$ cat config.mk
export PLATFORM = sky130hd
export DESIGN_NAME = gf_sbox_word_seq
export DESIGN_NICKNAME = d
export VERILOG_FILES = /design/src/rtl/gf_sbox_pkg.sv /design/src/rtl/gf4_inv.sv /design/src/rtl/gf4_mul.sv /design/src/rtl/gf4_sq_scl.sv /design/src/rtl/gf_sbox_byte_pipe.sv /design/src/rtl/gf_sbox_word_seq.sv
export SDC_FILE = /design/constraint.sdc
export NUM_CORES = 1
export LEC_CHECK = 0
export BUFFER_PORTS_ARGS = -buffer_cell sky130_fd_sc_hd__buf_2
export CORE_MARGIN = 10
export CORE_UTILIZATION = 52
export DETAILED_ROUTE_END_ITERATION = 8
export GPL_TIMING_DRIVEN = 0
export PLACE_DENSITY = 0.82
export RECOVER_POWER = 100
export SYNTH_ARGS = -nofsm -noshare
export SYNTH_HDL_FRONTEND = slang
export SYNTH_SLANG_ARGS = --single-unit
$ cat constraint.sdc
create_clock -name clk -period 3.85 [get_ports clk]
set_input_delay 0.385 -clock clk [delete_from_list [all_inputs] [get_ports clk]]
set_output_delay 0.385 -clock clk [all_outputs]
set_load 0.02 [all_outputs]
$ cat src/rtl/gf_sbox_pkg.sv
// Shared state encoding, field-mapping matrices and scalar constants for the composite-field S-box.
// Latency: n/a (constants and pure functions only).
// Backpressure: n/a.
package gf_sbox_pkg;

  typedef enum logic [1:0] {IDLE, FEED, DRAIN, DONE} state_t;

  // Row i (bits 8i+7:8i) selects the input bits XORed into output bit i.
  localparam logic [63:0] ISO_MAP     = 64'hA0DE_ACAE_C69E_5243;
  localparam logic [63:0] ISO_INV_MAP = 64'hE244_6276_3E9E_3075;
  localparam logic [63:0] AFF_MAP     = 64'hF87C_3E1F_8FC7_E3F1;
  localparam logic [7:0]  AFF_C       = 8'h63;
  localparam logic [63:0] INV_AFF_MAP = 64'h5229_944A_2592_49A4;
  localparam logic [7:0]  INV_AFF_C   = 8'h05;

  // GF(2^2) reduction scalar (phi) and GF(2^4) extension scalar (lambda).
  localparam logic [1:0]  GF4_PHI     = 2'b10;
  localparam logic [3:0]  GF8_LAMBDA  = 4'b1100;

  function automatic logic [7:0] mat8(input logic [63:0] m, input logic [7:0] x);
    logic [7:0] r;
    r = '0;
    for (int i = 0; i < 8; i++) begin
      r[i] = ^(m[8*i +: 8] & x);
    end
    return r;
  endfunction

  function automatic logic [1:0] gf2_mul(input logic [1:0] a, input logic [1:0] b);
    return {(a[1] & b[1]) ^ (a[0] & b[1]) ^ (a[1] & b[0]),
            (a[1] & b[1]) ^ (a[0] & b[0])};
  endfunction

endpackage

$ cat src/rtl/gf4_inv.sv
// GF((2^2)^2) multiplicative inverse; 0 maps to 0.
// Latency: combinational.
// Backpressure: n/a.
module gf4_inv (
  input  logic [3:0] q,
  output logic [3:0] y
);
  logic q3, q2, q1, q0;

  assign {q3, q2, q1, q0} = q;

  assign y[3] = q3 ^ (q3 & q2 & q1) ^ (q3 & q0) ^ q2;
  assign y[2] = (q3 & q2 & q1) ^ (q3 & q2 & q0) ^ (q3 & q0) ^ q2 ^ (q2 & q1);
  assign y[1] = q3 ^ (q3 & q2 & q1) ^ (q3 & q1 & q0) ^ q2 ^ (q2 & q0) ^ q1;
  assign y[0] = (q3 & q2 & q1) ^ (q3 & q2 & q0) ^ (q3 & q1) ^ (q3 & q1 & q0) ^ (q3 & q0)
              ^ q2 ^ (q2 & q1) ^ (q2 & q1 & q0) ^ q1 ^ q0;

endmodule

$ cat src/rtl/gf4_mul.sv
// GF((2^2)^2) multiplier cell.
// Latency: combinational.
// Backpressure: n/a.
module gf4_mul (
  input  logic [3:0] a,
  input  logic [3:0] b,
  output logic [3:0] p
);
  import gf_sbox_pkg::*;

  logic [1:0] hh, hl, lh, ll;

  assign hh = gf2_mul(a[3:2], b[3:2]);
  assign hl = gf2_mul(a[3:2], b[1:0]);
  assign lh = gf2_mul(a[1:0], b[3:2]);
  assign ll = gf2_mul(a[1:0], b[1:0]);
  assign p  = {hh ^ hl ^ lh, gf2_mul(hh, GF4_PHI) ^ ll};

endmodule

$ cat src/rtl/gf4_sq_scl.sv
// GF((2^2)^2) squarer followed by multiplication with lambda.
// Latency: combinational.
// Backpressure: n/a.
module gf4_sq_scl (
  input  logic [3:0] a,
  output logic [3:0] y
);
  import gf_sbox_pkg::*;

  logic [3:0] sq;

  assign sq = {a[3], a[3] ^ a[2], a[2] ^ a[1], a[3] ^ a[1] ^ a[0]};

  gf4_mul u_scl (
    .a (sq),
    .b (GF8_LAMBDA),
    .p (y)
  );

endmodule

$ cat src/rtl/gf_sbox_byte_pipe.sv
// Composite-field byte S-box: stage-1 register inside, stage-2 logic feeds the caller's register.
// Latency: 1 clock to byte_out (caller registers stage 2). GF_SBOX_INV_EN enables the inverse path.
// Backpressure: none; free-running, the caller only samples valid lanes.
module gf_sbox_byte_pipe (
  input  logic       clk,
  input  logic       rst_n,
  input  logic [7:0] byte_in,
  input  logic       inv,
  output logic [7:0] byte_out
);
  import gf_sbox_pkg::*;

  logic [7:0] pre_map;
  logic [7:0] iso;
  logic [3:0] hi_d, hi_q, sum_d, sum_q, prod_d, prod_q, sqs_d, sqs_q;
  logic [3:0] prod_w, sqs_w;
  logic [3:0] delta, delta_inv, out_hi, out_lo;
  logic [7:0] gf_inv_byte;
  logic       fwd_out;

`ifdef GF_SBOX_INV_EN
  logic inv_d, inv_q;

  assign pre_map = inv ? (mat8(INV_AFF_MAP, byte_in) ^ INV_AFF_C) : byte_in;
  assign inv_d   = inv;
  assign fwd_out = ~inv_q;
`else
  logic unused_inv;

  assign unused_inv = inv;
  assign pre_map    = byte_in;
  assign fwd_out    = 1'b1;
`endif

  assign iso = mat8(ISO_MAP, pre_map);

  gf4_mul    u_s1_mul (.a(iso[7:4] ^ iso[3:0]), .b(iso[3:0]), .p(prod_w));
  gf4_sq_scl u_s1_sqs (.a(iso[7:4]), .y(sqs_w));

  always_comb begin
    hi_d   = iso[7:4];
    sum_d  = iso[7:4] ^ iso[3:0];
    prod_d = prod_w;
    sqs_d  = sqs_w;
  end

  always_ff @(posedge clk or negedge rst_n) begin
    if (!rst_n) begin
      hi_q   <= '0;
      sum_q  <= '0;
      prod_q <= '0;
      sqs_q  <= '0;
`ifdef GF_SBOX_INV_EN
      inv_q  <= 1'b0;
`endif
    end else begin
      hi_q   <= hi_d;
      sum_q  <= sum_d;
      prod_q <= prod_d;
      sqs_q  <= sqs_d;
`ifdef GF_SBOX_INV_EN
      inv_q  <= inv_d;
`endif
    end
  end

  // Stage 2: (hi*d^-1, (hi^lo)*d^-1) is the inverse in GF((2^4)^2).
  assign delta = sqs_q ^ prod_q;

  gf4_inv u_s2_inv (.q(delta), .y(delta_inv));
  gf4_mul u_s2_hi  (.a(hi_q),  .b(delta_inv), .p(out_hi));
  gf4_mul u_s2_lo  (.a(sum_q), .b(delta_inv), .p(out_lo));

  assign gf_inv_byte = mat8(ISO_INV_MAP, {out_hi, out_lo});
  assign byte_out    = fwd_out ? (mat8(AFF_MAP, gf_inv_byte) ^ AFF_C) : gf_inv_byte;

endmodule

$ cat src/rtl/gf_sbox_word_seq.sv
// Word-level SubBytes/InvSubBytes sequencer: streams 4 bytes through gf_sbox_byte_pipe (GF_SBOX_INV_EN enables inverse).
// Latency: out_valid 5 clocks after acceptance; one word per 7 clocks minimum.
// Backpressure: out_data/out_valid held while out_ready is low; in_ready only in IDLE.
module gf_sbox_word_seq #(
  parameter int NUM_BYTES = 4
) (
  input  logic                   clk,
  input  logic                   rst_n,
  input  logic                   in_valid,
  output logic                   in_ready,
  input  logic [8*NUM_BYTES-1:0] in_data,
  input  logic                   in_inv,
  output logic                   out_valid,
  input  logic                   out_ready,
  output logic [8*NUM_BYTES-1:0] out_data
);
  import gf_sbox_pkg::*;

  localparam int               CNT_W = $clog2(NUM_BYTES);
  localparam logic [CNT_W-1:0] LAST  = CNT_W'(NUM_BYTES - 1);

  state_t                 state_q, state_d;
  logic [CNT_W-1:0]       cnt_q, cnt_d;
  logic [CNT_W-1:0]       s1_lane_q, s1_lane_d;
  logic                   s1_vld_q, s1_vld_d;
  logic [8*NUM_BYTES-1:0] word_q, word_d;
  logic [8*NUM_BYTES-1:0] out_data_q, out_data_d;
  logic                   inv_q, inv_d;
  logic [7:0]             byte_feed, byte_sub;

  gf_sbox_byte_pipe u_byte_pipe (
    .clk      (clk),
    .rst_n    (rst_n),
    .byte_in  (byte_feed),
    .inv      (inv_q),
    .byte_out (byte_sub)
  );

  assign in_ready  = (state_q == IDLE);
  assign out_valid = (state_q == DONE);
  assign out_data  = out_data_q;
  assign byte_feed = word_q[8*cnt_q +: 8];

  always_comb begin
    state_d    = state_q;
    cnt_d      = cnt_q;
    word_d     = word_q;
    inv_d      = inv_q;
    s1_vld_d   = 1'b0;
    s1_lane_d  = cnt_q;
    out_data_d = out_data_q;

    if (s1_vld_q) begin
      out_data_d[8*s1_lane_q +: 8] = byte_sub;
    end

    case (state_q)
      IDLE: begin
        if (in_valid) begin
          word_d  = in_data;
`ifdef GF_SBOX_INV_EN
          inv_d   = in_inv;
`else
          inv_d   = 1'b0;
`endif
          cnt_d   = '0;
          state_d = FEED;
        end
      end
      FEED: begin
        s1_vld_d = 1'b1;
        cnt_d    = cnt_q + CNT_W'(1);
        if (cnt_q == LAST) begin
          state_d = DRAIN;
        end
      end
      DRAIN:   state_d = DONE;
      DONE:    if (out_ready) state_d = IDLE;
      default: state_d = IDLE;
    endcase
  end

`ifndef GF_SBOX_INV_EN
  logic unused_in_inv;
  assign unused_in_inv = in_inv;
`endif

  always_ff @(posedge clk or negedge rst_n) begin
    if (!rst_n) begin
      state_q    <= IDLE;
      cnt_q      <= '0;
      s1_lane_q  <= '0;
      s1_vld_q   <= 1'b0;
      word_q     <= '0;
      out_data_q <= '0;
      inv_q      <= 1'b0;
    end else begin
      state_q    <= state_d;
      cnt_q      <= cnt_d;
      s1_lane_q  <= s1_lane_d;
      s1_vld_q   <= s1_vld_d;
      word_q     <= word_d;
      out_data_q <= out_data_d;
      inv_q      <= inv_d;
    end
  end

endmodule

# [Word level (Yosys, flattened, before mapping)]
# Cells that the tools add are included.
[word_totals] input_bits=37 output_inout_bits=34 regBits=87 wordCells=196
[op_classes] eq_ne=7 reduce_logical=29 n_mux=8 shift=3 add_sub_neg=2 bitwise=137
[ops] cell="$reduce_xor 8->1" n=24
[ops] cell="$xor 1x1->1" n=67
[ops] cell="$and 1x1->1" n=57
[ops] cell="$neg 5->34" n=1
[ops] cell="$shift 8x34->32 const A" n=1
[ops] cell="$shiftx 8x34->32" n=1
[ops] cell="$bwmux 32" n=1
[ops] cell="$shiftx 32x6->8" n=1
[ops] cell="$xor 2x2->2" n=10
[ops] cell="$mux 2" n=4
[ops] cell="$pmux 2 s4" n=1
[ops] cell="$xor 4x4->4" n=2
[ops] cell="$eq 2x2->1 const B" n=3
[ops] cell="$ne 2x2->1 const B" n=2
[ops] cell="$not 4->4" n=1
[ops] cell="$pmux 2 s2" n=1
[ops] cell="$reduce_and 2->1" n=2
[ops] cell="$reduce_and 3->1" n=1
[ops] cell="$add 2x1->2 const B" n=1
[ops] cell="$eq 2x1->1 const B" n=1
[ops] cell="$logic_not 2->1" n=1
[ops] cell="$ne 2x1->1 const B" n=1
[ops] cell="$reduce_bool 2->1" n=1
[ops] cell="$mux 1" n=1

# [Depth between registers and ports, before layout]
# Gate-level depths: netlist of run 1.
[depth] ltp_word=21 ltp_mapped=15 depth_no_buf=13

# [By module]
# A second synthesis of run 1 with hierarchy kept.
[unflattened] cells_unflattened=420 area_unflattened_um2=5076.1
[by_module_without_submodules] mod="gf_sbox_word_seq" cells_per_inst=187 instances=1 area_each_um2=2961.6 seq_area_each_um2=1776.7
[by_module_without_submodules] mod="gf4_mul" cells_per_inst=40 instances=4 area_each_um2=275.3 seq_area_each_um2=0.0
[by_module_without_submodules] mod="gf_sbox_byte_pipe" cells_per_inst=51 instances=1 area_each_um2=840.8 seq_area_each_um2=400.4
[by_module_without_submodules] mod="gf4_inv" cells_per_inst=17 instances=1 area_each_um2=123.9 seq_area_each_um2=0.0
[by_module_without_submodules] mod="gf4_sq_scl" cells_per_inst=5 instances=1 area_each_um2=48.8 seq_area_each_um2=0.0

# [Worst setup path before layout of run 1]
# No wires, ideal clock.
[synth_timing] kind="register to register" start="register cnt_q[0]" end="register u_byte_pipe.prod_q[3]" slack_ps=242 synth_period_minus_slack_ps=3608 setup_ps=125 path_buffers=2 path_stages_with_launch=16 required_time_ps=3725 arrival_time_ps=3483 path_cell_list="dfrtp_1 -> buf_4 -> mux4_2 -> xnor2_1 -> xnor2_1 -> xor2_2 -> xnor2_1 -> inv_1 -> ha_1 -> clkbuf_1 -> xor2_1 -> nor2_1 -> xor2_1 -> o22ai_1 -> xnor2_1 -> xnor2_1"
[synth_via] elab_chain_cells=8 elab_cells_between_ends=27 classes_between="shift (1); bitwise (18); reduce/logical (8)"
[synth_rtl] item="from (decl)" line="gf_sbox_word_seq.sv:23" text="logic [CNT_W-1:0] cnt_q, cnt_d;"
[synth_rtl] item="from (signal assigned)" line="gf_sbox_word_seq.sv:99" text="cnt_q <= cnt_d;"
[synth_rtl] item="$shiftx 32x6->8 *" line="gf_sbox_word_seq.sv:42" text="assign byte_feed = word_q[8*cnt_q +: 8];"
[synth_rtl] item="$reduce_xor 8->1 *" line="gf_sbox_pkg.sv:24" text="r[i] = ^(m[8*i +: 8] & x);"
[synth_rtl] item="net u_byte_pipe.hi_d[2]" line="gf_sbox_byte_pipe.sv:15" text="logic [3:0] hi_d, hi_q, sum_d, sum_q, prod_d, prod_q, sqs_d, sqs_q;"
[synth_rtl] item="$xor 4x4->4 *" line="gf_sbox_byte_pipe.sv:37" text="gf4_mul u_s1_mul (.a(iso[7:4] ^ iso[3:0]), .b(iso[3:0]), .p(prod_w));"
[synth_rtl] item="$and 1x1->1" line="gf_sbox_pkg.sv:30" text="return {(a[1] & b[1]) ^ (a[0] & b[1]) ^ (a[1] & b[0]),"
[synth_rtl] item="$xor 1x1->1 (2 in series)" line="gf_sbox_pkg.sv:30"
[synth_rtl] item="$xor 2x2->2 * (2 in series)" line="gf4_mul.sv:17" text="assign p = {hh ^ hl ^ lh, gf2_mul(hh, GF4_PHI) ^ ll};"
[synth_rtl] item="net u_byte_pipe.prod_d[3]" line="gf_sbox_byte_pipe.sv:15"
[synth_rtl] item="to (signal assigned)" line="gf_sbox_byte_pipe.sv:59" text="prod_q <= prod_d;"
[synth_rtl] item="to (decl)" line="gf_sbox_byte_pipe.sv:15"
# The timed path passes the listed nets; every way through them passes the cells marked *.
# A chain may end at the register's enable or synchronous reset.

# [Worst setup path in the final report of run 1]
# Same ends and word-level chain as after synthesis.

==> results of run 1 <==
[cells in the mapped netlist, drive strengths merged, types with 2 or more instances]
master	count
o22ai	9
o311a	2
a22o	3
mux2	32
o211ai	6
a2bb2oi	2
xor2	19
nor3	12
xnor3	2
a221o	2
nand2b	2
xnor2	46
nor4	5
inv	20
o21a	2
clkbuf	13
nand4	3
dfrtp	87
nand3	9
nand2	61
nor2	15
a22oi	8
a211o	2
o21ai	57
a211oi	3
buf	13
a21boi	2
a32o	3
a21oi	17
ha	14
o31ai	2
o311ai	3
o221ai	5
mux4	8
[worst paths after layout]
path	startpoint	end	slack [ns]	cells past startpoint
max	cnt_q[0]	u_byte_pipe.prod_q[3]	0.29	14
min	in_data[24]	word_q[24]	0.25	2
max reg2reg	cnt_q[0]	u_byte_pipe.prod_q[3]	0.29	14
min reg2reg	cnt_q[0]	s1_lane_q[0]	0.42	0
max in group asynchronous	rst_n	word_q[2]	1.15	3
min in group asynchronous	rst_n	out_data[19]	0.53	2
[critical path, stage by stage (launching register included)]
cell	delay, ns
dfrtp_1	0.38
buf_4	0.24
mux4_2	0.58
xnor2_2	0.26
xnor2_2	0.16
xor2_2	0.23
xnor2_2	0.18
inv_1	0.08
ha_1	0.42
xor2_1	0.21
nor2_1	0.08
xor2_1	0.16
o22ai_1	0.20
xnor2_1	0.17
xnor2_1	0.13
[logic make-up (layout without fill, tap and decap cells)]
| kind of cell | count (synthesis) | in the layout |
|---|---|---|
| compound gates | 134 | 134 |
| buf+inv | 46 | 135 |
| simple gates | 108 | 108 |
| flops | 87 | 87 |
| fa+ha+maj | 14 | 14 |
| xor+xnor | 67 | 67 |
| mux | 40 | 40 |
[per-stage QoR]
step	setup TNS (ns)	area [µm²]	std cells	hold WS (ns)
floorplan	0	5096	496	0.08941
global placement	-0.1639	5608	698	0.3832
detailed placement	-0.3354	5638	699	0.2364
CTS	0	5896	717	0.2385
global route	0	5821	718	0.2395
finish	0	5821	718	0.2542
[repair_timing]
item / in CTS / in global routing
hold endpoints to repair: 10 / 0
endpoints found under the setup margin: 3 / 1
hold buffers: 1 / 0
resized for setup: 2 / 2
buffers inserted: 1 / 2
pin swaps: 0 / 0
[per-layer routing]
layer  global-route usage [%]  part of all wire [%]
met2                    31.92                    51
met4                    8.931                   2.7
met3                    5.007                   6.9
met5                        0                     0
met1                    21.63                    39
[cell type report]
cell class / instances / area, µm² / area share, %
Multi-Input combinational cell: 363 / 2723 / 46.78
Sequential cell: 87 / 2177 / 37.40
Timing Repair Buffer: 74 / 339.1 / 5.825
Tap cell: 133 / 166.4 / 2.859
Clock buffer: 12 / 155.1 / 2.666
Buffer: 25 / 108.9 / 1.870
Clock inverter: 4 / 76.32 / 1.311
Inverter: 20 / 75.07 / 1.290
[sequential cells by signal (all words and copies together) (netlist names)]
signal / cells
u_byte_pipe.sum_q: 4
s1_lane_q: 2
u_byte_pipe.sqs_q: 4
state_q: 2
u_byte_pipe.hi_q: 4
s1_vld_q: 1
u_byte_pipe.prod_q: 4
cnt_q: 2
out_data: 32
word_q: 32
==> run metrics, run 1 <==
status finished, violations left; failing checks max-capacitance violations, max-slew violations; clock slew at the register clock pins of the worst setup and hold paths roughly 0.080 ns; crit end category register; aggregate global-route resource usage 18.81%; Pre-antenna DRT Iters 5; vias in the first global route 4,484; drt wl/cell between 15 and 20 µm; vias per inst about 5.9; clk_lat worst skew 0.36 ns; Tcrit/Tclk final 92.43%; Slew Limit Headroom -21.99%; die width around 120 µm; die footprint between 10,000 and 15,000 µm²; synthesis-to-finish area growth 14.22%; Yosys top cell by area dfrtp_1; grt ovf 0; routability cong. roughly 0.93; ys flop type dfrtp_1; Compound-Gate Fraction of Synth Area between 15 and 20%; Least-Margin Pin Slew 1.830 ns; Syn Std Cell Area between 5000 and 6000 µm²; syn_nets ~550; DR iter-0 viols around 450; YS warnings 0; synth top area cells dfrtp_1 (43%), mux2_2 (7.1%), xnor2_1 (6.9%), o21ai_0 (5.6%), nand2_1 (4.5%); critical path peak fanout 10; H-tree depth 3; Startpoint Class register; post-synthesis mux area share between 10% and 20%; ANT nets after route 0; Async SR Flop Fraction between 90% and 100%; Slew Viols, Final 78; largest net degree at the start of global routing 78; total wire length around 13,000 µm; Die Ht around 120 µm; Crit path arrival time between 3 and 4 ns; fillcell total 833; most common cell after layout, fill and taps aside dfrtp_1; Post-Synthesis Cells 496; synth unique cells between 40 and 50; TritonCTS clock tree yes; final core utilization 60.38%; Root Driver clkbuf_8; I/O Buffers just under 70; CP Data Required Time 4.13 ns; xor and xnor fraction of the mapped netlist area 13.38%; Fin. Hold Viols 0; Sink Count 87; RSZ-0062 raised after global routing false; HP Class in2reg; Synth Register Bits 87; first-pass GRT wire length 22,090 µm; dpl ws -0.2903 ns; fin nets roughly 630; most frequent cells in the layout dfrtp_1 (87), nand2_1 (61), o21ai_0 (57); Achievable Freq ~0.28 GHz; DP HPWL ~10,000 µm; EDFF count, synth 0; Num CTS Buffers 9; I/O pin total 71; Worst Skew 0.01260 ns; deepest clock path buffer count 2; share of the synthesized area in the top cell type 42.72%; Final WS setup approximately 0.29 ns; register area share after synthesis about 43%; initial antenna violation count 0; Core ar. around 9600 µm²; DRC viols 0; Final Critical Period roughly 3.6 ns; initial core utilization a little over half; max-cap check violation count 1; post-synthesis simple-gate area fraction between 9 and 10%; Setup-failing EPs final 0; share of cells above drive strength 1 roughly a fifth; main combinational cell family by area after synthesis compound AO/OA/AOI/OAI gates; syn avg cell area 10.27 µm²; Via Count around 4,200; Rows 36; Post-Synth Adder-Cell Area about 3.4%; Crit Path Class reg2reg; ant diodes 0
Power of run 1 is left out: the tool's default activity adds up to more than one toggle a clock period on the data nets, which glitch-free logic cannot reach.
==> run 2, diff against run 1 <==
--- a/config.mk
+++ b/config.mk
@@ -6,11 +6,13 @@
 export NUM_CORES = 1
 export LEC_CHECK = 0
 export BUFFER_PORTS_ARGS = -buffer_cell sky130_fd_sc_hd__buf_2
+export CELL_PAD_IN_SITES_DETAIL_PLACEMENT = 0
+export CELL_PAD_IN_SITES_GLOBAL_PLACEMENT = 1
 export CORE_MARGIN = 10
-export CORE_UTILIZATION = 52
+export CORE_UTILIZATION = 41
 export DETAILED_ROUTE_END_ITERATION = 8
 export GPL_TIMING_DRIVEN = 0
-export PLACE_DENSITY = 0.82
+export PLACE_DENSITY = 0.83
 export RECOVER_POWER = 100
 export SYNTH_ARGS = -nofsm -noshare
 export SYNTH_HDL_FRONTEND = slang
==> run 2 against run 1 <==
The flow still finishes with violations (max-capacitance violations, max-slew violations). Fmax down 0.34%. Register-to-register slack about the same. Largest cell class unchanged. Core utilization down 12 points. Global-route usage down 3.8 points. Design area up 1.7%. Critical path type unchanged.
==> run metrics, run 2 (synthesized netlist as in run 1, its figures left out) <==
status finished, violations left (unchanged); failing checks max-capacitance violations, max-slew violations (unchanged); share of cells above drive strength 1 19.59% (was 19.66%); most common cell after layout, fill and taps aside dfrtp_1 (unchanged); Slew Limit Headroom -4.033% (was -21.99%); aggregate global-route resource usage 15.03% (was 18.81%); I/O pin total 71 (unchanged); critical path peak fanout 10 (unchanged); ANT nets after route 0 (unchanged); clock slew at the register clock pins of the worst setup and hold paths 0.07 ns (was 0.08 ns); Root Driver clkbuf_16 (was clkbuf_8); dpl ws -0.2125 ns (was -0.2903 ns); Core ar. 12,110 µm² (was 9639 µm²); HP Class in2reg (unchanged); Pre-antenna DRT Iters 5 (unchanged); first-pass GRT wire length 21,770 µm (was 22,090 µm); crit end category register (unchanged); Least-Margin Pin Slew 1.560 ns (was 1.830 ns); Num CTS Buffers 9 (unchanged); total wire length 12,880 µm (was 13,180 µm); H-tree depth 3 (unchanged); I/O Buffers 69 (unchanged); Final WS setup 0.2792 ns (was 0.2913 ns); RSZ-0062 raised after global routing false (unchanged); clk_lat worst skew 0.34 ns (was 0.36 ns); drt wl/cell 17.17 µm (was 18.36 µm); Achievable Freq 0.2801 GHz (was 0.2810 GHz); Setup-failing EPs final 0 (unchanged); most frequent cells in the layout dfrtp_1 (87), nand2_1 (61), o21ai_0 (57) (unchanged); largest net degree at the start of global routing 66 (was 78); grt ovf 0 (unchanged); synthesis-to-finish area growth 16.13% (was 14.22%); Via Count 4,083 (was 4,217); TritonCTS clock tree yes (unchanged); vias in the first global route 4,350 (was 4,484); CP Data Required Time 4.12 ns (was 4.13 ns); die footprint 17,290 µm² (was 14,160 µm²); die width 131.5 µm (was 119.0 µm); initial antenna violation count 0 (unchanged); Fin. Hold Viols 0 (unchanged); Crit path arrival time 3.84 ns (was 3.83 ns); ant diodes 0 (unchanged); fillcell total 1,168 (was 833); DR iter-0 viols 351 (was 445); deepest clock path buffer count 2 (unchanged); DRC viols 0 (unchanged); Rows 40 (was 36); Startpoint Class register (unchanged); vias per inst 5.444 (was 5.873); max-cap check violation count 1 (unchanged); Worst Skew 0.01000 ns (was 0.01260 ns); Slew Viols, Final 66 (was 78); routability cong. 0.9076 (was 0.9343); Tcrit/Tclk final 92.75% (was 92.43%); Crit Path Class reg2reg (unchanged); Final Critical Period 3.571 ns (was 3.559 ns); initial core utilization 42.08% (was 52.87%); Sink Count 87 (unchanged); Die Ht 131.5 µm (was 119.0 µm); fin nets 628 (was 631); DP HPWL 9724 µm (was 10,010 µm)
-- run 2: worst max-delay path: stages, from the launching register on --
cell,delay (ns)
dfrtp_1,0.37
buf_4,0.23
mux4_2,0.63
xnor2_2,0.20
xnor2_1,0.26
xor2_2,0.23
buf_4,0.20
inv_1,0.05
ha_1,0.41
xor2_1,0.22
nor2_1,0.07
xor2_1,0.15
o22ai_1,0.18
xnor2_1,0.16
xnor2_1,0.13
-- run 2: through the flow --
stage                     setup TNS (ns)  cell area (µm²)  hold slack, ns  util, %  cells
after floorplan                        0             5096         0.08941        -    496
after global placement           -0.1924             5652          0.3867    46.66    733
after detailed placement         -0.2125             5682          0.3119    46.91    734
after CTS                              0             6002          0.2694    49.56    751
after global routing                   0             5918          0.2666    48.86    750
final                                  0             5918          0.2752    48.86    750
-- run 2: final timing paths --
path	startpoint	end	slack, ns	depth (start not counted)
setup / recovery	cnt_q[0]	u_byte_pipe.prod_q[3]	0.28	14
min in group asynchronous	rst_n	out_data[25]	0.84	2
hold / removal	in_data[13]	word_q[13]	0.28	2
hold reg to reg	cnt_q[0]	s1_lane_q[0]	0.41	0
max in group asynchronous	rst_n	word_q[3]	0.84	3
setup reg to reg	cnt_q[0]	u_byte_pipe.prod_q[3]	0.28	14
-- run 2: what timing repair did --
action                                  4_1_cts  5_1_grt
hold buffers                                  1        0
setup buffers                                 1        0
resized for setup                             0        2
endpoints found under the setup margin        3        1
gates cloned                                  0        0
hold endpoints to repair                     22        0
-- run 2: area by class of cell --
cell class | count | area [µm²] | area share, %
plain buffers | 24 | 105.1 | 1.776
clock inverters | 6 | 67.56 | 1.142
multi-input cells | 363 | 2720 | 45.96
flip-flops and latches | 87 | 2177 | 36.79
repair buffers | 72 | 324.1 | 5.476
inverters | 20 | 75.07 | 1.268
clock buffers | 10 | 239.0 | 4.038
well taps | 168 | 210.2 | 3.552
-- run 2: metal layers --
metal | GRT usage, % | share of wire [%] | wire [µm] | up-vias
li1 | - | - | - | 1938
met1 | 18.58 | 44 | 5615 | 1993
met2 | 24.75 | 49 | 6273 | 135
met3 | 3.887 | 6.0 | 775 | 17
met4 | 5.377 | 1.7 | 216 | 0
met5 | 0 | 0 | 0 | -
Power of run 2 is left out for the same reason.
